[src/rtl/pong_motion_if.sv]
`default_nettype none
// ---------------------------------------------------------------------------
// pong_motion_if : command inputs and position/miss outputs of the motion engine
// Rev 1.0
// ---------------------------------------------------------------------------
interface pong_motion_if;
   logic       stop;
   logic       up1;
   logic       down1;
   logic       up2;
   logic       down2;
   logic [3:0] sec1;
   logic [9:0] ball_x;
   logic [9:0] ball_y;
   logic [9:0] paddle1_y;
   logic [9:0] paddle2_y;
   logic       miss1;
   logic       miss2;

   modport master (
      output stop, up1, down1, up2, down2, sec1,
      input  ball_x, ball_y, paddle1_y, paddle2_y, miss1, miss2
   );

   modport slave (
      input  stop, up1, down1, up2, down2, sec1,
      output ball_x, ball_y, paddle1_y, paddle2_y, miss1, miss2
   );
endinterface
`default_nettype wire

[src/rtl/pong_motion_engine.sv]
`default_nettype none
// ---------------------------------------------------------------------------
// pong_motion_engine : ball and paddle physics advanced on a divided move tick
// Rev 1.0
// ---------------------------------------------------------------------------
module pong_motion_engine #(
   parameter int SCREEN_W    = 640,
   parameter int SCREEN_H    = 480,
   parameter int BALL_SIZE   = 8,
   parameter int PADDLE_W    = 8,
   parameter int PADDLE_H    = 64,
   parameter int PADDLE1_X   = 16,
   parameter int PADDLE2_X   = 616,
   parameter int PADDLE_STEP = 4,
   parameter int TICK_DIV    = 250000,
   parameter int MAX_SPEED   = 4
) (
   input  logic         clk,
   input  logic         rst,
   pong_motion_if.slave bus
);

   localparam int CNT_W = $clog2(TICK_DIV);
   localparam int SPD_W = $clog2(MAX_SPEED + 1);

   localparam logic [CNT_W-1:0] CNT_LAST = CNT_W'(TICK_DIV - 1);
   localparam logic [SPD_W-1:0] SPD_MAX  = SPD_W'(MAX_SPEED);
   localparam logic [SPD_W-1:0] SPD_INIT = SPD_W'(1);

   localparam logic [10:0] FIELD_W    = 11'(SCREEN_W);
   localparam logic [10:0] FIELD_H    = 11'(SCREEN_H);
   localparam logic [10:0] BALL       = 11'(BALL_SIZE);
   localparam logic [10:0] PAD_H      = 11'(PADDLE_H);
   localparam logic [10:0] STEP       = 11'(PADDLE_STEP);
   localparam logic [10:0] LEFT_FACE  = 11'(PADDLE1_X + PADDLE_W);
   localparam logic [10:0] RIGHT_FACE = 11'(PADDLE2_X);
   localparam logic [10:0] PAD_Y_MAX  = 11'(SCREEN_H - PADDLE_H);

   localparam logic [9:0] X_MAX      = 10'(SCREEN_W - BALL_SIZE);
   localparam logic [9:0] Y_MAX      = 10'(SCREEN_H - BALL_SIZE);
   localparam logic [9:0] X_CENTRE   = 10'((SCREEN_W - BALL_SIZE) / 2);
   localparam logic [9:0] Y_CENTRE   = 10'((SCREEN_H - BALL_SIZE) / 2);
   localparam logic [9:0] PAD_INIT   = 10'((SCREEN_H - PADDLE_H) / 2);
   localparam logic [9:0] LEFT_STOP  = 10'(PADDLE1_X + PADDLE_W);
   localparam logic [9:0] RIGHT_STOP = 10'(PADDLE2_X - BALL_SIZE);

   typedef enum logic [1:0] {
      SERVE = 2'd0,
      PLAY  = 2'd1,
      HOLD  = 2'd2
   } state_t;

   state_t           state;
   state_t           state_nxt;
   logic [CNT_W-1:0] tick_cnt;
   logic [SPD_W-1:0] speed;
   logic [3:0]       sec1_q;
   logic [9:0]       ball_x;
   logic [9:0]       ball_y;
   logic [9:0]       paddle1_y;
   logic [9:0]       paddle2_y;
   logic             dx;
   logic             dy;
   logic             miss1;
   logic             miss2;

   logic        tick;
   logic        speed_up;
   logic [10:0] bx;
   logic [10:0] by;
   logic [10:0] p1;
   logic [10:0] p2;
   logic [10:0] spd;
   logic        overlap1;
   logic        overlap2;
   logic        hit_left;
   logic        hit_right;
   logic        miss_left;
   logic        miss_right;
   logic [9:0]  ball_x_nxt;
   logic [9:0]  ball_y_nxt;
   logic        dx_nxt;
   logic        dy_nxt;

   function automatic logic [9:0] paddle_move(input logic [9:0] y, input logic up, input logic down);
      logic [10:0] yw;
      yw          = {1'b0, y};
      paddle_move = y;
      if (up && !down)
         paddle_move = (yw < STEP) ? 10'd0 : 10'(yw - STEP);
      else if (down && !up)
         paddle_move = (yw + STEP > PAD_Y_MAX) ? 10'(PAD_Y_MAX) : 10'(yw + STEP);
   endfunction

   assign tick     = (state == PLAY) && !bus.stop && (tick_cnt == CNT_LAST);
   assign speed_up = (state == PLAY) && !bus.stop && (bus.sec1 != sec1_q) && (speed != SPD_MAX);

   // Widened copies keep every sum and compare free of 10-bit wrap.
   assign bx  = {1'b0, ball_x};
   assign by  = {1'b0, ball_y};
   assign p1  = {1'b0, paddle1_y};
   assign p2  = {1'b0, paddle2_y};
   assign spd = 11'(speed);

   assign overlap1   = (by + BALL > p1) && (by < p1 + PAD_H);
   assign overlap2   = (by + BALL > p2) && (by < p2 + PAD_H);
   assign hit_left   = !dx && (bx >= LEFT_FACE) && (bx < LEFT_FACE + spd) && overlap1;
   assign hit_right  = dx && (bx + BALL <= RIGHT_FACE) && (bx + BALL + spd > RIGHT_FACE) && overlap2;
   assign miss_left  = !dx && !hit_left && (bx < spd);
   assign miss_right = dx && !hit_right && (bx + BALL + spd > FIELD_W);

   always_comb begin
      ball_x_nxt = ball_x;
      ball_y_nxt = ball_y;
      dx_nxt     = dx;
      dy_nxt     = dy;

      if (hit_left) begin
         ball_x_nxt = LEFT_STOP;
         dx_nxt     = 1'b1;
      end else if (hit_right) begin
         ball_x_nxt = RIGHT_STOP;
         dx_nxt     = 1'b0;
      end else if (miss_left) begin
         ball_x_nxt = 10'd0;
      end else if (miss_right) begin
         ball_x_nxt = X_MAX;
      end else if (dx) begin
         ball_x_nxt = 10'(bx + spd);
      end else begin
         ball_x_nxt = 10'(bx - spd);
      end

      if (!dy && (by < spd)) begin
         ball_y_nxt = 10'd0;
         dy_nxt     = 1'b1;
      end else if (dy && (by + BALL + spd > FIELD_H)) begin
         ball_y_nxt = Y_MAX;
         dy_nxt     = 1'b0;
      end else if (dy) begin
         ball_y_nxt = 10'(by + spd);
      end else begin
         ball_y_nxt = 10'(by - spd);
      end
   end

   always_comb begin
      state_nxt = state;
      case (state)
         SERVE:   if (!bus.stop) state_nxt = PLAY;
         PLAY:    if (tick && (miss_left || miss_right)) state_nxt = HOLD;
         HOLD:    if (bus.stop) state_nxt = SERVE;
         default: state_nxt = SERVE;
      endcase
   end

   always_ff @(posedge clk or negedge rst) begin
      if (!rst) begin
         state     <= SERVE;
         tick_cnt  <= '0;
         speed     <= SPD_INIT;
         sec1_q    <= 4'd0;
         ball_x    <= X_CENTRE;
         ball_y    <= Y_CENTRE;
         paddle1_y <= PAD_INIT;
         paddle2_y <= PAD_INIT;
         dx        <= 1'b1;
         dy        <= 1'b1;
         miss1     <= 1'b0;
         miss2     <= 1'b0;
      end else begin
         state  <= state_nxt;
         sec1_q <= bus.sec1;
         miss1  <= 1'b0;
         miss2  <= 1'b0;

         if (state != PLAY)
            tick_cnt <= '0;
         else if (!bus.stop)
            tick_cnt <= tick ? '0 : tick_cnt + 1'b1;

         if (speed_up)
            speed <= speed + 1'b1;

         // dx is left untouched on a miss, so the serve heads toward the loser.
         if (state == HOLD && bus.stop) begin
            ball_x <= X_CENTRE;
            ball_y <= Y_CENTRE;
         end else if (tick) begin
            ball_x    <= ball_x_nxt;
            ball_y    <= ball_y_nxt;
            dx        <= dx_nxt;
            dy        <= dy_nxt;
            paddle1_y <= paddle_move(paddle1_y, bus.up1, bus.down1);
            paddle2_y <= paddle_move(paddle2_y, bus.up2, bus.down2);
            miss1     <= miss_left;
            miss2     <= miss_right;
         end
      end
   end

   assign bus.ball_x    = ball_x;
   assign bus.ball_y    = ball_y;
   assign bus.paddle1_y = paddle1_y;
   assign bus.paddle2_y = paddle2_y;
   assign bus.miss1     = miss1;
   assign bus.miss2     = miss2;

endmodule
`default_nettype wire
[src/flat_wrapper.sv]
// flat-port wrapper written by rule: the top's interface ports become plain ports
module pong_motion_engine_flat 
#(
   parameter int SCREEN_W    = 640,
   parameter int SCREEN_H    = 480,
   parameter int BALL_SIZE   = 8,
   parameter int PADDLE_W    = 8,
   parameter int PADDLE_H    = 64,
   parameter int PADDLE1_X   = 16,
   parameter int PADDLE2_X   = 616,
   parameter int PADDLE_STEP = 4,
   parameter int TICK_DIV    = 250000,
   parameter int MAX_SPEED   = 4
)
  (clk, rst, bus_stop, bus_up1, bus_down1, bus_up2, bus_down2, bus_sec1, bus_ball_x, bus_ball_y, bus_paddle1_y, bus_paddle2_y, bus_miss1, bus_miss2);
  pong_motion_if bus_i ();
  input  logic clk;
  input  logic rst;
  input wire logic [$bits(bus_i.stop)-1:0] bus_stop;
  input wire logic [$bits(bus_i.up1)-1:0] bus_up1;
  input wire logic [$bits(bus_i.down1)-1:0] bus_down1;
  input wire logic [$bits(bus_i.up2)-1:0] bus_up2;
  input wire logic [$bits(bus_i.down2)-1:0] bus_down2;
  input wire logic [$bits(bus_i.sec1)-1:0] bus_sec1;
  output wire logic [$bits(bus_i.ball_x)-1:0] bus_ball_x;
  output wire logic [$bits(bus_i.ball_y)-1:0] bus_ball_y;
  output wire logic [$bits(bus_i.paddle1_y)-1:0] bus_paddle1_y;
  output wire logic [$bits(bus_i.paddle2_y)-1:0] bus_paddle2_y;
  output wire logic [$bits(bus_i.miss1)-1:0] bus_miss1;
  output wire logic [$bits(bus_i.miss2)-1:0] bus_miss2;
  assign bus_i.stop = bus_stop;
  assign bus_i.up1 = bus_up1;
  assign bus_i.down1 = bus_down1;
  assign bus_i.up2 = bus_up2;
  assign bus_i.down2 = bus_down2;
  assign bus_i.sec1 = bus_sec1;
  assign bus_ball_x = bus_i.ball_x;
  assign bus_ball_y = bus_i.ball_y;
  assign bus_paddle1_y = bus_i.paddle1_y;
  assign bus_paddle2_y = bus_i.paddle2_y;
  assign bus_miss1 = bus_i.miss1;
  assign bus_miss2 = bus_i.miss2;
  pong_motion_engine #(.SCREEN_W(SCREEN_W), .SCREEN_H(SCREEN_H), .BALL_SIZE(BALL_SIZE), .PADDLE_W(PADDLE_W), .PADDLE_H(PADDLE_H), .PADDLE1_X(PADDLE1_X), .PADDLE2_X(PADDLE2_X), .PADDLE_STEP(PADDLE_STEP), .TICK_DIV(TICK_DIV), .MAX_SPEED(MAX_SPEED)) u_core (.clk(clk), .rst(rst), .bus(bus_i));
endmodule
[config.mk]
export PLATFORM = sky130hd
export DESIGN_NAME = pong_motion_engine_flat
export DESIGN_NICKNAME = d
export VERILOG_FILES = /design/src/rtl/pong_motion_if.sv /design/src/rtl/pong_motion_engine.sv /design/src/flat_wrapper.sv
export SDC_FILE = /design/constraint.sdc
export NUM_CORES = 1
export LEC_CHECK = 0
export ABC_AREA = 1
export BUFFER_PORTS_ARGS = -buffer_cell sky130_fd_sc_hd__buf_2
export CORE_MARGIN = 5
export CORE_UTILIZATION = 45
export DETAILED_ROUTE_END_ITERATION = 10
export HOLD_SLACK_MARGIN = 0.03
export PLACE_DENSITY = 0.61
export SETUP_SLACK_MARGIN = 0.15
export SLEW_MARGIN = 5
export SYNTH_ARGS = -nofsm -noshare
export SYNTH_HDL_FRONTEND = slang
export SYNTH_SLANG_ARGS = --single-unit
[constraint.sdc]
create_clock -name clk -period 3.5 [get_ports clk]
set_input_delay 0.7 -clock clk [delete_from_list [all_inputs] [get_ports clk]]
set_output_delay 0.7 -clock clk [all_outputs]
set_load 0.05 [all_outputs]
# After elaboration in Yosys (flattened, before gate mapping)
# Cells that the tools add are included.
[totals]
rom_bits = 0
latch_bits = 0
reg_bits = 71
word_cells = 136
out_inout_bits = 42
ram_bits = 0
memories = 0
input_bits = 11
[classes]
muxes = 35
div_mod_pow = 0
add_sub_neg = 17
n_mul = 0
eq_ne = 10
reduce_logical = 45
bitwise = 1
n_lt_le_gt_ge = 16
shift = 0
[ops]
columns = ["op", "n"]
rows = [
  ["2-to-1 mux 10 bit", 20],
  ["2-to-1 mux 18 bit", 3],
  ["greater-than comparator 11 x 9 -> 1 bit (second input constant)", 3],
  ["< comparator 10 x 11 -> 1 bit", 3],
  ["logical AND 1 bit", 24],
  ["adder 10 x 3 -> 11 bit (second input constant)", 2],
  ["adder 10 x 4 -> 11 bit (second input constant)", 2],
  ["adder 10 x 7 -> 11 bit (second input constant)", 2],
  ["adder 11 x 3 -> 11 bit", 2],
  ["greater-than comparator 11 x 10 -> 1 bit", 2],
  ["greater-than comparator 11 x 10 -> 1 bit (second input constant)", 2],
  ["adder 10 x 3 -> 10 bit", 2],
  ["< comparator 10 x 3 -> 1 bit", 2],
  ["< comparator 10 x 3 -> 1 bit (second input constant)", 2],
  ["subtractor 10 x 3 -> 10 bit", 2],
  ["subtractor 10 x 3 -> 10 bit (second input constant)", 2],
  ["adder 18 x 1 -> 18 bit (second input constant)", 1],
  ["== test 18 bit (second input constant)", 1],
  ["AND reduction 3 bit", 5],
  ["less-or-equal comparator 11 x 10 -> 1 bit (second input constant)", 1],
  ["greater-or-equal comparator 10 x 5 -> 1 bit (second input constant)", 1],
  ["nonzero test 2 bit", 5],
  ["logical NOT 1 bit", 9],
  ["2-to-1 mux 1 bit", 8],
  ["other kinds (13)", 18],
]

# Depth between registers and ports, before layout
# Gate-level depths: netlist of run 1.
[logic_depth]
ltp_word = 14
mapped_depth = 23
depth_no_buf = 22

# Worst setup path before layout of run 1
# OpenSTA, ideal clock, no wires.
[synth_path]
kind = "register to register"
start = "register u_core.ball_y[5] (netlist: u_core.bus.ball_y[5])"
end = "register u_core.ball_x[0] (netlist: u_core.bus.ball_x[0])"
setup_slack_ns = 0.551
arrival_ns = 2.874
stages_incl_launch_ff = 20
setup_time_ns = 0.074
synth_period_minus_slack_ns = 2.949
path_cell_list = "dfstp_2 -> buf_4 -> nand2_2 -> inv_1 -> nand2_1 -> nor2_1 -> xor2_1 -> inv_1 -> ha_1 -> nand2_1 -> nand3b_1 -> nor2_1 -> nor2_1 -> nand2_1 -> nand4_1 -> nand2_2 -> inv_2 -> nor2_4 -> nand3_4 -> o21ai_2"
[synth_between]
elab_chain_len = 13
elab_cells_between_ends = 21
[synth_lines]
columns = ["element", "line", "text"]
rows = [
  ["start: declaration", "pong_motion_engine.sv:59", "logic [9:0] ball_y;"],
  ["start signal: assignment", "pong_motion_engine.sv:191", "ball_y <= ball_y_nxt;"],
  ["adder 10 x 4 -> 11 bit", "pong_motion_engine.sv:105, pong_motion_engine.sv:106", ""],
  ["greater-than comparator 11 x 10 -> 1 bit", "pong_motion_engine.sv:106", "assign overlap2 = (by + BALL > p2) && (by < p2 + PAD_H);"],
  ["logical AND 1 bit", "pong_motion_engine.sv:106", ""],
  ["logical AND 1 bit", "pong_motion_engine.sv:108", "assign hit_right = dx && (bx + BALL <= RIGHT_FACE) && (bx + BALL + spd > RIGHT_FACE) && overlap2;"],
  ["logical NOT 1 bit", "pong_motion_engine.sv:110", "assign miss_right = dx && !hit_right && (bx + BALL + spd > FIELD_W);"],
  ["logical AND 1 bit (2 in series)", "pong_motion_engine.sv:110", ""],
  ["2-to-1 mux 10 bit", "pong_motion_engine.sv:126", "end else if (miss_right) begin"],
  ["2-to-1 mux 10 bit", "pong_motion_engine.sv:124", "end else if (miss_left) begin"],
  ["2-to-1 mux 10 bit", "pong_motion_engine.sv:121", "end else if (hit_right) begin"],
  ["2-to-1 mux 10 bit *", "pong_motion_engine.sv:118", "if (hit_left) begin"],
  ["2-to-1 mux 10 bit *", "pong_motion_engine.sv:189", "end else if (tick) begin"],
  ["2-to-1 mux 10 bit *", "pong_motion_engine.sv:186", "if (state == HOLD && bus.stop) begin"],
  ["end signal: assignment", "pong_motion_engine.sv:190", "ball_x <= ball_x_nxt;"],
  ["end: declaration", "pong_motion_engine.sv:58", "logic [9:0] ball_x;"],
]
# Every way passes the cells marked *; elsewhere a longest branch is shown, timed or not. The select of a mux whose other input is x is not followed.
# A chain may end at the register's enable or synchronous reset.

# Worst setup path in the final report of run 1
# Ends and elaborated chain as after synthesis.

==> qor.txt, run 1 <==
LOGIC SYNTHESIS
--------------------------------------------------------------------------------------
Register bit count reported by yosys                                                67
Yosys warning total                                                                  0
Gate count of the mapped netlist                                                   932
Share of flip-flops with an asynchronous set or reset                             100%
Largest area contributor in the netlist                                   sky130_fd_sc_hd__dfrtp_1
Unique cell type count in the Yosys netlist                                         54
Share of Yosys cell area claimed by the top area cell type                       18.5%
Share of the yosys chip area belonging to registers                              26.2%
EDFF count, synth                                                                    0
Netlist area before placement                                                6490 um^2
Largest cells by area after synthesis                                     sky130_fd_sc_hd__dfrtp_1 (19%), sky130_fd_sc_hd__ha_1 (12%), sky130_fd_sc_hd__nand2_1 (12%)
Synthesized area per cell                                                    6.97 um^2
Top FF cell, synth                                                        sky130_fd_sc_hd__dfrtp_1

GLOBAL ROUTING
--------------------------------------------------------------------------------------
Global-route usage over all layers                                               21.3%
Vias in the first global route                                                   5,758
GR Overflow Total                                                                    0
GR Layer Usage met2                                                              32.9%
Global-route layer with the greatest usage                                        met2
Met3 Track Usage GR                                                              3.52%
First-pass GRT wire length                                                   28,800 um
Maximum number of pins on one net before global-route repair                        68
Initial antenna violation count                                                      0
Global Route met1 Usage                                                          30.9%

ROUTE
--------------------------------------------------------------------------------------
Final routed DRC violation total                                                     0
Via count                                                                        6,107
DR vias/cell                                                                      5.25
DRC marker count from the first detailed-route iteration                           324
Final routed wirelength across all metal layers                              17,400 um
Remaining number of nets flagged by the antenna check after routing                  0
DR WL/cell                                                                     14.9 um
Detailed Routing Iterations Pass 1                                                   5

TIMING
--------------------------------------------------------------------------------------
Final WS setup                                                                0.479 ns
Period utilization                                                               86.3%
Setup Skew                                                                  0.00517 ns
# setup viols final                                                                  0
Hold Vio Cnt, Final                                                                  0
Achievable clock frequency                                                     331 MHz
Worst max-slew margin expressed relative to the limit                            40.3%
Post-route setup TNS                                                              0 ns
Max-slew violation count                                                             0
Actual slew at the worst max-slew pin                                         0.896 ns
Unrepaired setup endpoints after global routing                                  false
Period minus WS final                                                          3.02 ns

SETUP PATH
--------------------------------------------------------------------------------------
Crit. End Element                                                             register
Data required time of the critical path                                        3.77 ns
CP startpoint kind                                                            register
Highest fanout seen on the critical path                                            11
Endpoint of the worst-slack reg-to-reg timing path                        u_core.bus.ball_x[0]
Critical path data arrival time                                                3.29 ns
Setup Crit Path Kind                                                           reg2reg
Register-to-register path setup slack                                          0.48 ns
Depth of the worst register-to-register path                                        18
Beginning of the worst register-to-register path                          u_core.bus.ball_y[5]

PLACE
--------------------------------------------------------------------------------------
Worst slack, placed                                                           0.519 ns
Post-DP Area                                                                 6880 um^2
Half-perimeter wire length after detailed placement                          13,400 um
Weighted congestion reported at the end of routability-driven placement          0.904
Buffers on Ports                                                                    48

FLOORPLAN
--------------------------------------------------------------------------------------
Full die area                                                              16,900 um^2
Die Width                                                                       130 um
Area of the placeable core                                                 14,000 um^2
Overall die height                                                              130 um
I/O pin cnt                                                                         53
Placement Rows                                                                      43
Starting density of the core                                                     46.4%

FINISH
--------------------------------------------------------------------------------------
Post-route standard cell area excluding fillers                              7180 um^2
Ratio of cells with drive above 1 in the final layout                            13.7%
Filler instances                                                                 1,454
Multi-input combinational cell area                                          4160 um^2
Util after Layout                                                                51.3%
Number of diodes                                                                     0
Count of nets after finishing                                                    1,056
Synth-to-layout area growth                                                      10.6%
Flip-flop and latch area                                                     1700 um^2

JOB
--------------------------------------------------------------------------------------
Count of max-cap constraint violations                                               0

HOLD PATH
--------------------------------------------------------------------------------------
Hold Crit Depth                                                                      1
Origin of the worst min-delay path                                         bus_sec1[3]
Endpoint of the worst hold-timing path                                    u_core.sec1_q[3]
Type of the tightest min-delay check                                            in2reg

POWER AND IR DROP
--------------------------------------------------------------------------------------
Leakage power                                                                  3.63 nW
Largest voltage drop on the vdd net                                           0.341 mV
Ratio of total power to cell area                                          385 nW/um^2
Post-route total power                                                         2.76 mW

CLOCKING
--------------------------------------------------------------------------------------
Maximum count of clock buffers along a single path                                   2
Root buf cell                                                             sky130_fd_sc_hd__clkbuf_16
Clock slew seen by the registers of the worst setup and hold paths             0.06 ns
Number of buffers inserted during clock tree synthesis                               9
TritonCTS clock tree                                                              done
Cells resized by post-CTS repair                                                     0
Hold_buf cts                                                                         0
Total clock sinks                                                                   67
CTS HTree Levels                                                                     3
Clock latency reported for the late side of the worst-skew pair                0.34 ns
Post-CTS setup buffers                                                               0

OUTCOME
--------------------------------------------------------------------------------------
Outcome                                                                   finished clean

[through the flow]
stage	instances	hold slack, ns
CTS	1164	0.477
global placement	1148	0.519
global route	1164	0.479
finish	1164	0.484
floorplan	935	0.404
detailed placement	1148	0.524
[synthesized netlist by cell type, drive strengths merged, types with 3 or more instances]
cell type,n
nor2,117
or2,5
dfrtp,48
clkbuf,3
o22ai,10
a21oi,55
nand3,58
nor4,3
o21a,5
nor3,15
nand3b,7
xor2,39
inv,134
buf,15
ha,62
a22oi,8
o21ai,58
nand2,212
dfstp,19
o211ai,7
fa,4
nand4,21
clkinv,6
[logic make-up after synthesis]
kind of cell / synth area share [%]
buf+inv: 9.91
other cells: 0.0578
xor+xnor: 5.65
flops: 26.2
fa+ha+maj: 13.2
simple gates: 30.6
compound gates: 14.5
[cells in the final DEF (no fill, tap or decap), types with 3 or more instances in the layout]
master | Yosys | routed
sky130_fd_sc_hd__conb_1 | 1 | 4
sky130_fd_sc_hd__buf_2 | 6 | 47
sky130_fd_sc_hd__nand2_1 | 199 | 199
sky130_fd_sc_hd__nor2_2 | 4 | 4
sky130_fd_sc_hd__nor3_1 | 15 | 15
sky130_fd_sc_hd__o211ai_1 | 6 | 6
sky130_fd_sc_hd__dfrtp_1 | 48 | 48
sky130_fd_sc_hd__dfstp_2 | 19 | 19
sky130_fd_sc_hd__buf_4 | 7 | 4
sky130_fd_sc_hd__fa_1 | 4 | 4
sky130_fd_sc_hd__nor2_1 | 107 | 107
sky130_fd_sc_hd__inv_2 | 8 | 8
sky130_fd_sc_hd__xor2_1 | 38 | 38
sky130_fd_sc_hd__inv_1 | 126 | 126
sky130_fd_sc_hd__o21a_1 | 5 | 5
sky130_fd_sc_hd__nand4_1 | 20 | 20
sky130_fd_sc_hd__nand2_2 | 13 | 13
sky130_fd_sc_hd__or2_2 | 4 | 4
sky130_fd_sc_hd__o21ai_1 | 7 | 7
sky130_fd_sc_hd__nor2_4 | 5 | 5
sky130_fd_sc_hd__clkbuf_16 | 0 | 9
sky130_fd_sc_hd__o21ai_0 | 44 | 44
sky130_fd_sc_hd__nor4_1 | 3 | 3
sky130_fd_sc_hd__a21oi_1 | 54 | 54
sky130_fd_sc_hd__a22oi_1 | 8 | 8
sky130_fd_sc_hd__o22ai_1 | 10 | 10
sky130_fd_sc_hd__o21ai_2 | 7 | 7
sky130_fd_sc_hd__ha_1 | 62 | 62
sky130_fd_sc_hd__nand3b_1 | 7 | 7
sky130_fd_sc_hd__clkinv_1 | 6 | 6
sky130_fd_sc_hd__nand3_1 | 56 | 56
[worst max-delay path by stage]
stage / from / end / slack [ns] / cells after the start
after floorplan: u_core.bus.ball_y[5] / u_core.bus.ball_x[0] / 0.55 / 19
after global placement: u_core.bus.ball_y[3] / u_core.bus.ball_x[1] / 0.58 / 14
after detailed placement: u_core.bus.ball_y[5] / u_core.bus.ball_x[0] / 0.52 / 18
after CTS: u_core.bus.ball_y[5] / u_core.bus.ball_x[0] / 0.49 / 18
after global routing: u_core.bus.ball_y[5] / u_core.bus.ball_x[0] / 0.15 / 18
final: u_core.bus.ball_y[5] / u_core.bus.ball_x[0] / 0.48 / 18
[sequential cells by signal, indices dropped and copies added (netlist names)]
name	count
u_core.tick_cnt	18
u_core.bus.ball_x	10
u_core.bus.ball_y	10
u_core.bus.paddle1_y	8
u_core.bus.paddle2_y	8
u_core.sec1_q	4
u_core.speed	3
u_core.state	2
u_core.bus.miss1	1
u_core.bus.miss2	1
u_core.dx	1
u_core.dy	1
[worst max-delay path, cell delays in order, from the launching register on]
cell and delay [ns]:
sky130_fd_sc_hd__dfstp_2 0.68, sky130_fd_sc_hd__nand2_2 0.14, sky130_fd_sc_hd__inv_1 0.11, sky130_fd_sc_hd__nand2_1 0.05, sky130_fd_sc_hd__nor2_1 0.11, sky130_fd_sc_hd__xor2_1 0.23, sky130_fd_sc_hd__inv_1 0.09, sky130_fd_sc_hd__ha_1 0.31
sky130_fd_sc_hd__nand2_1 0.06, sky130_fd_sc_hd__nand3b_1 0.17, sky130_fd_sc_hd__nor2_1 0.10, sky130_fd_sc_hd__nor2_1 0.04, sky130_fd_sc_hd__nand2_1 0.08, sky130_fd_sc_hd__nand4_1 0.15, sky130_fd_sc_hd__nand2_2 0.18, sky130_fd_sc_hd__inv_2 0.06
sky130_fd_sc_hd__nor2_4 0.15, sky130_fd_sc_hd__nand3_4 0.13, sky130_fd_sc_hd__o21ai_2 0.13
[area by class of cell]
type / count / share of cell area, %
Multi-Input combinational cell: 710 / 57.9
Tap cell: 180 / 3.14
Clock buffer: 12 / 3.57
Clock inverter: 4 / 0.679
Inverter: 140 / 7.32
Sequential cell: 67 / 23.7
Timing Repair Buffer: 51 / 3.69
[power by group]
group	internal, mW	switching (mW)
logic	0.304	0.581
registers	0.849	0.0898
clock network	0.589	0.349
[per-layer routing]
layer / up-vias / routed length (um)
met5: - / 0
met4: 0 / 217
met3: 16 / 727
met2: 122 / 7640
met1: 2812 / 8770
li1: 3157 / -
Note: power is estimated with default switching activity, not from simulation.
==> inputs of run 2 (changes only) <==
--- a/config.mk
+++ b/config.mk
@@ -9,9 +9,10 @@
 export BUFFER_PORTS_ARGS = -buffer_cell sky130_fd_sc_hd__buf_2
 export CORE_MARGIN = 5
 export CORE_UTILIZATION = 45
+export CTS_CLUSTER_DIAMETER = 100
 export DETAILED_ROUTE_END_ITERATION = 10
 export HOLD_SLACK_MARGIN = 0.03
-export PLACE_DENSITY = 0.61
+export PLACE_DENSITY_LB_ADDON = 0.3
 export SETUP_SLACK_MARGIN = 0.15
 export SLEW_MARGIN = 5
 export SYNTH_ARGS = -nofsm -noshare
==> run 2 against run 1 <==
Net effect: global-route usage is 0.52 points lower; die area stayed put; largest power group is now the clock network; sequential share of layout area is 0.13 points lower; clock-buffer cell count is 1 lower; wire length is 4.2% lower; final cell count stayed put; flip-flop and latch count stayed put; total power is 2.3% higher; clock skew is 0.0034 ns higher; register-to-register slack better by 0.07 ns.
==> qor.txt, run 2 (same netlist as run 1, synthesis figures left out) <==
POWER AND IR DROP
--------------------------------------------------------------------------------------
Leakage power                                                                  3.64 nW   was 3.63 nW
Post-route total power                                                         2.82 mW   was 2.76 mW
Ratio of total power to cell area                                          391 nW/um^2   was 385 nW/um^2
Largest voltage drop on the vdd net                                           0.337 mV   was 0.341 mV

SETUP PATH
--------------------------------------------------------------------------------------
Data required time of the critical path                                        3.77 ns   about the same
Critical path data arrival time                                                3.23 ns   was 3.29 ns
Max stage delay on crit path                                                   0.66 ns   was 0.68 ns
CP startpoint kind                                                            register   unchanged
Number of buffer and inverter stages on the critical path                            2   was 3
Slowest cell on the critical path                                         sky130_fd_sc_hd__dfstp_2   unchanged
Chain of cells forming the critical path                                  inv_2 > ha_1 > ha_1 > a21oi_1 > o21a_1 > nor2_1 > nor2_1 > nand2_1 > nand4_1 > nand2_2 > inv_2 > nor2_4 > nand3_4 > o21ai_2   was nand2_2 > inv_1 > nand2_1 > nor2_1 > xor2_1 > inv_1 > ha_1 > nand2_1 > nand3b_1 > nor2_1 > nor2_1 > nand2_1 > nand4_1 > nand2_2 > inv_2 > nor2_4 > nand3_4 > o21ai_2
Top Family by Delay on Critical Path                                      simple AND/OR/NAND/NOR gates   unchanged
Highest fanout seen on the critical path                                            10   was 11
Setup Crit Path Kind                                                           reg2reg   unchanged
Crit. End Element                                                             register   unchanged

TIMING
--------------------------------------------------------------------------------------
Actual slew at the worst max-slew pin                                         0.793 ns   was 0.896 ns
Setup Skew                                                                  0.00858 ns   was 0.00517 ns
Period minus WS final                                                          2.95 ns   was 3.02 ns
Max-slew violation count                                                             0   unchanged
Hold Vio Cnt, Final                                                                  0   unchanged
Period utilization                                                               84.3%   was 86.3%
Unrepaired setup endpoints after global routing                                  false   unchanged
Final WS setup                                                                0.548 ns   was 0.479 ns
Worst max-slew margin expressed relative to the limit                            47.1%   was 40.3%
Final Hold Slack                                                              0.436 ns   was 0.484 ns
Achievable clock frequency                                                     339 MHz   was 331 MHz
# setup viols final                                                                  0   unchanged
Post-route setup TNS                                                              0 ns   unchanged

FINISH
--------------------------------------------------------------------------------------
Util after Layout                                                                51.7%   was 51.3%
Synth-to-layout area growth                                                      11.3%   was 10.6%
Count of nets after finishing                                                    1,056   unchanged
Commonest cells after routing, fill and taps aside                        sky130_fd_sc_hd__nand2_1 (199), sky130_fd_sc_hd__inv_1 (126), sky130_fd_sc_hd__nor2_1 (107)   unchanged
Flip-flop count of the largest register after layout                                18   unchanged
Most common cell after layout, fill and taps aside                        sky130_fd_sc_hd__nand2_1   unchanged
Number of diodes                                                                     0   unchanged
Cell Count, Final, Fillers Out                                                   1,164   unchanged
Biggest registers after layout                                            u_core.tick_cnt: 18 flops, u_core.bus.ball_x: 10 flops, u_core.bus.ball_y: 10 flops   unchanged
Ratio of cells with drive above 1 in the final layout                            13.9%   was 13.7%
Post-route standard cell area excluding fillers                              7230 um^2   was 7180 um^2
Top reg by flops                                                          u_core.tick_cnt   unchanged

HOLD PATH
--------------------------------------------------------------------------------------
Type of the tightest min-delay check                                          in2async   was in2reg

CLOCKING
--------------------------------------------------------------------------------------
Clock latency reported for the late side of the worst-skew pair                0.35 ns   was 0.34 ns
Number of buffers inserted during clock tree synthesis                               9   unchanged
Maximum count of clock buffers along a single path                                   2   unchanged
Cells resized by post-CTS repair                                                     0   unchanged
TritonCTS clock tree                                                              done   unchanged
Post-CTS setup buffers                                                               0   unchanged
Clock slew seen by the registers of the worst setup and hold paths             0.06 ns   about the same
Total clock sinks                                                                   67   unchanged
CTS HTree Levels                                                                     3   unchanged
Root buf cell                                                             sky130_fd_sc_hd__clkbuf_16   unchanged
Hold_buf cts                                                                         0   unchanged

ROUTE
--------------------------------------------------------------------------------------
Detailed Routing Iterations Pass 1                                                   5   unchanged
DRC marker count from the first detailed-route iteration                           391   was 324
DR WL/cell                                                                     14.3 um   was 14.9 um
Via count                                                                        6,115   was 6,107
Final routed wirelength across all metal layers                              16,600 um   was 17,400 um
Remaining number of nets flagged by the antenna check after routing                  0   unchanged
Final routed DRC violation total                                                     0   unchanged
DR vias/cell                                                                      5.25   about the same

FLOORPLAN
--------------------------------------------------------------------------------------
Area of the placeable core                                                 14,000 um^2   unchanged
Die Width                                                                       130 um   unchanged
Full die area                                                              16,900 um^2   unchanged
Starting density of the core                                                     46.4%   unchanged
I/O pin cnt                                                                         53   unchanged
Overall die height                                                              130 um   unchanged
Placement Rows                                                                      43   unchanged

PLACE
--------------------------------------------------------------------------------------
Weighted congestion reported at the end of routability-driven placement          0.936   was 0.904
Total instance count after detailed placement                                    1,148   unchanged
Post-DP Area                                                                 6890 um^2   was 6880 um^2
Worst slack, placed                                                           0.555 ns   was 0.519 ns
Buffers on Ports                                                                    48   unchanged
Half-perimeter wire length after detailed placement                          13,100 um   was 13,400 um

GLOBAL ROUTING
--------------------------------------------------------------------------------------
Vias in the first global route                                                   5,790   was 5,758
Global-route usage over all layers                                               20.8%   was 21.3%
Maximum number of pins on one net before global-route repair                        36   was 68
GR Overflow Total                                                                    0   unchanged
First-pass GRT wire length                                                   28,300 um   was 28,800 um
Initial antenna violation count                                                      0   unchanged

OUTCOME
--------------------------------------------------------------------------------------
Outcome                                                                   finished clean   unchanged

JOB
--------------------------------------------------------------------------------------
Count of max-cap constraint violations                                               0   unchanged

==> run 2: changes by cell type in the layout (fill, tap and decap cells not counted) <==
| cell | previous run | this run |
|---|---|---|
| sky130_fd_sc_hd__buf_12 | 0 | 1 |
| sky130_fd_sc_hd__buf_2 | 47 | 48 |
| sky130_fd_sc_hd__buf_4 | 4 | 2 |
| sky130_fd_sc_hd__bufinv_16 | 1 | 2 |
| sky130_fd_sc_hd__clkbuf_1 | 1 | 0 |
| sky130_fd_sc_hd__clkinv_2 | 2 | 0 |
| sky130_fd_sc_hd__clkinv_4 | 1 | 2 |
| sky130_fd_sc_hd__clkinvlp_4 | 0 | 1 |
| sky130_fd_sc_hd__dfrtp_1 | 48 | 47 |
| sky130_fd_sc_hd__dfrtp_2 | 0 | 1 |
==> run 2: routing by layer <==
metal	vias to the layer above	track usage, %	routed length (um)
met4	0	5.87	233
met2	162	33.3	7500
li1	3146	-	-
met1	2790	28.6	7900
met5	-	0	0
met3	17	4.01	989
==> run 2: report_power, final <==
part / switching (mW) / total [mW] / internal [mW]
clock network: 0.343 / 1.01 / 0.664
registers: 0.0861 / 0.935 / 0.849
logic: 0.577 / 0.882 / 0.305
==> run 2: layout make-up <==
| cell class | count | area, um^2 |
|---|---|---|
| fill | 1422 | 6760 |
| timing repair buffer | 51 | 275 |
| sequential | 67 | 1700 |
| inverter | 140 | 526 |
| multi-input combinational | 710 | 4160 |
| clock inverter | 5 | 85.1 |
| tap | 180 | 225 |
| clock buffer | 11 | 253 |
==> run 2: path summary, 6_finish.rpt <==
check	slack (ns)	cells after the start	end	start
worst min register to register	0.55	1	u_core.tick_cnt[0]	u_core.tick_cnt[0]
worst max register to register	0.55	14	u_core.bus.ball_x[2]	u_core.bus.ball_y[3]
worst min-delay path	0.44	1	u_core.bus.paddle1_y[5]	rst
worst max-delay path	0.55	14	u_core.bus.ball_x[2]	u_core.bus.ball_y[3]
min in group clk	0.49	1	u_core.sec1_q[0]	bus_sec1[0]
max in group asynchronous	2.33	2	u_core.speed[0]	rst
==> run 2: worst register-to-register path, cell delays in order (launching register included) <==
cell and delay [ns]:
sky130_fd_sc_hd__dfstp_2 0.66, sky130_fd_sc_hd__inv_2 0.18, sky130_fd_sc_hd__ha_1 0.43, sky130_fd_sc_hd__ha_1 0.36
sky130_fd_sc_hd__a21oi_1 0.08, sky130_fd_sc_hd__o21a_1 0.18, sky130_fd_sc_hd__nor2_1 0.10, sky130_fd_sc_hd__nor2_1 0.04
sky130_fd_sc_hd__nand2_1 0.08, sky130_fd_sc_hd__nand4_1 0.14, sky130_fd_sc_hd__nand2_2 0.17, sky130_fd_sc_hd__inv_2 0.06
sky130_fd_sc_hd__nor2_4 0.14, sky130_fd_sc_hd__nand3_4 0.13, sky130_fd_sc_hd__o21ai_2 0.13
==> inputs of run 3 (changes only) <==
==> constraint.sdc (replaced) <==
create_clock -name clk -period 2.58 [get_ports clk]
set_input_delay 0.516 -clock clk [delete_from_list [all_inputs] [get_ports clk]]
set_output_delay 0.516 -clock clk [all_outputs]
set_load 0.05 [all_outputs]
==> run 3 against run 2 <==
Net effect: the run now ends with setup timing left; maximum frequency grew 5.0%; setup slack got worse by 0.78 ns; sequential share of layout area down 3.5 points; final cell count increased by 9.7%; via count is 9.7% higher; highest routed layer unchanged.
==> qor.txt, run 3 (same netlist as run 1, synthesis figures left out) <==
PLACE
--------------------------------------------------------------------------------------
Weighted congestion reported at the end of routability-driven placement          0.935   was 0.936
Post-DP Area                                                                 7540 um^2   was 6890 um^2
Buffers on Ports                                                                    48   unchanged
Half-perimeter wire length after detailed placement                          13,900 um   was 13,100 um

TIMING
--------------------------------------------------------------------------------------
Actual slew at the worst max-slew pin                                         0.706 ns   was 0.793 ns
Final WS setup                                                               -0.230 ns   was 0.548 ns
# setup viols final                                                                 20   was 0
Unrepaired setup endpoints after global routing                                   true   was false
Worst max-slew margin expressed relative to the limit                            52.3%   was 47.1%
Achievable clock frequency                                                     356 MHz   was 339 MHz
Period minus WS final                                                          2.81 ns   was 2.95 ns
Max-slew violation count                                                             0   unchanged
Hold Vio Cnt, Final                                                                  0   unchanged
Period utilization                                                                109%   was 84.3%
Setup Skew                                                                  0.00800 ns   was 0.00858 ns

CLOCKING
--------------------------------------------------------------------------------------
Number of buffers inserted during clock tree synthesis                               9   unchanged
Maximum count of clock buffers along a single path                                   2   unchanged
Hold_buf cts                                                                         0   unchanged
TritonCTS clock tree                                                              done   unchanged
Total clock sinks                                                                   67   unchanged
Clock latency reported for the late side of the worst-skew pair                0.34 ns   was 0.35 ns
Clock slew seen by the registers of the worst setup and hold paths             0.06 ns   about the same
Root buf cell                                                             sky130_fd_sc_hd__clkbuf_16   unchanged
CTS HTree Levels                                                                     3   unchanged

SETUP PATH
--------------------------------------------------------------------------------------
Critical Path Start                                                       u_core.bus.ball_y[5]   was u_core.bus.ball_y[3]
Setup Crit Path Kind                                                           reg2reg   unchanged
Beginning of the worst register-to-register path                          u_core.bus.ball_y[5]   was u_core.bus.ball_y[3]
Critical path data arrival time                                                3.07 ns   was 3.23 ns
Data required time of the critical path                                        2.84 ns   was 3.77 ns
Crit. End Element                                                             register   unchanged
Depth of the worst register-to-register path                                        18   was 14
CP startpoint kind                                                            register   unchanged
Highest fanout seen on the critical path                                             5   was 10

FINISH
--------------------------------------------------------------------------------------
Commonest cells after routing, fill and taps aside                        sky130_fd_sc_hd__nand2_1 (182), sky130_fd_sc_hd__inv_1 (118), sky130_fd_sc_hd__buf_4 (102)   was sky130_fd_sc_hd__nand2_1 (199), sky130_fd_sc_hd__inv_1 (126), sky130_fd_sc_hd__nor2_1 (107)
Synth-to-layout area growth                                                      30.6%   was 11.3%
Number of diodes                                                                     0   unchanged
Top reg by flops                                                          u_core.tick_cnt   unchanged
Post-route standard cell area excluding fillers                              8480 um^2   was 7230 um^2
Count of nets after finishing                                                    1,169   was 1,056
Most common cell after layout, fill and taps aside                        sky130_fd_sc_hd__nand2_1   unchanged
Ratio of cells with drive above 1 in the final layout                            28.7%   was 13.9%
Flip-flop count of the largest register after layout                                18   unchanged
Biggest registers after layout                                            u_core.tick_cnt: 18 flops, u_core.bus.ball_x: 10 flops, u_core.bus.ball_y: 10 flops   unchanged
Filler instances                                                                 1,280   was 1,422

GLOBAL ROUTING
--------------------------------------------------------------------------------------
First-pass GRT wire length                                                   31,000 um   was 28,300 um
Global-route usage over all layers                                               22.6%   was 20.8%
Initial antenna violation count                                                      0   unchanged
Vias in the first global route                                                   6,605   was 5,790
GR Overflow Total                                                                    0   unchanged
Maximum number of pins on one net before global-route repair                        68   was 36

FLOORPLAN
--------------------------------------------------------------------------------------
Placement Rows                                                                      43   unchanged
I/O pin cnt                                                                         53   unchanged
Full die area                                                              16,900 um^2   unchanged
Overall die height                                                              130 um   unchanged
Die Width                                                                       130 um   unchanged
Area of the placeable core                                                 14,000 um^2   unchanged
Starting density of the core                                                     46.4%   unchanged

OUTCOME
--------------------------------------------------------------------------------------
Outcome                                                                   finished with violations   was finished clean
Violations in the final reports                                           setup timing

JOB
--------------------------------------------------------------------------------------
Count of max-cap constraint violations                                               0   unchanged

ROUTE
--------------------------------------------------------------------------------------
Final routed wirelength across all metal layers                              19,000 um   was 16,600 um
Remaining number of nets flagged by the antenna check after routing                  0   unchanged
DR vias/cell                                                                      5.25   about the same
Detailed Routing Iterations Pass 1                                                   5   unchanged
DRC marker count from the first detailed-route iteration                           566   was 391
DR WL/cell                                                                     14.8 um   was 14.3 um
Final routed DRC violation total                                                     0   unchanged
Via count                                                                        6,707   was 6,115

POWER AND IR DROP
--------------------------------------------------------------------------------------
Ratio of total power to cell area                                          498 nW/um^2   was 391 nW/um^2
Largest voltage drop on the vdd net                                           0.330 mV   was 0.337 mV
Leakage power                                                                  4.23 nW   was 3.64 nW
Post-route total power                                                         4.23 mW   was 2.82 mW

HOLD PATH
--------------------------------------------------------------------------------------
Type of the tightest min-delay check                                          in2async   unchanged

-- run 3: where the power goes --
group	internal, mW	switching [mW]
clock network	0.902	0.480
logic	0.659	0.958
registers	1.15	0.0765
-- run 3: worst paths after layout --
| path | slack, ns | endpoint |
|---|---|---|
| max in group asynchronous | 2.04 | u_core.speed[0] |
| min | 0.20 | u_core.bus.miss1 |
| max reg2reg | -0.23 | u_core.bus.ball_x[1] |
| max | -0.23 | u_core.bus.ball_x[1] |
| min in group clk | 0.31 | u_core.sec1_q[2] |
| min reg2reg | 0.53 | u_core.tick_cnt[0] |
-- run 3: critical path, stage by stage (launching register included) --
cell                       delay [ns]
sky130_fd_sc_hd__dfstp_2         0.57
sky130_fd_sc_hd__nand2_4         0.06
sky130_fd_sc_hd__inv_2           0.08
sky130_fd_sc_hd__nand2_2         0.06
sky130_fd_sc_hd__nor2_2          0.10
sky130_fd_sc_hd__xor2_1          0.22
sky130_fd_sc_hd__inv_2           0.10
sky130_fd_sc_hd__ha_4            0.30
sky130_fd_sc_hd__nand2_2         0.04
sky130_fd_sc_hd__nand3b_1        0.16
sky130_fd_sc_hd__nor2_1          0.12
sky130_fd_sc_hd__nor2_1          0.05
sky130_fd_sc_hd__nand2_1         0.10
sky130_fd_sc_hd__nand4_1         0.14
sky130_fd_sc_hd__nand2_2         0.16
sky130_fd_sc_hd__inv_2           0.06
sky130_fd_sc_hd__nor2_4          0.12
sky130_fd_sc_hd__nand3_4         0.14
sky130_fd_sc_hd__o21ai_2         0.16
-- run 3: per-stage QoR --
step           hold WS (ns)  setup slack, ns  utilization, %  setup TNS, ns  cells
3_5_place_dp          0.536           -0.148            53.9          -1.46   1231
5_1_grt               0.225           -0.443            60.6          -7.63   1277
6_report              0.201           -0.230            60.6          -2.58   1277
4_1_cts               0.206           -0.125            58.2          -1.07   1265
2_1_floorplan         0.220           -0.287               -          -2.95    935
3_3_place_gp          0.515          -0.0744            53.9         -0.665   1231
-- run 3: area by class of cell --
cell class	instances	area [um^2]	share of cell area (%)
Clock buffer	11	253	2.98
Multi-Input combinational cell	710	4500	53.0
Timing Repair Buffer	164	1190	14.0
Tap cell	180	225	2.66
Sequential cell	67	1700	20.1
Inverter	140	528	6.23
Clock inverter	5	83.8	0.989
-- run 3: per-layer routing --
metal	global-route usage (%)	share of wire (%)	up-vias
met5	0	0	-
met2	38.2	49	195
met1	29.8	44	3098
met3	3.36	5.3	35
li1	-	-	3379
met4	7.15	1.7	0
-- run 3: timing repair --
action,4_1_cts,5_1_grt
setup endpoints to repair,26,27
setup buffers,18,12
pin swaps,21,31
gates resized for setup,41,55
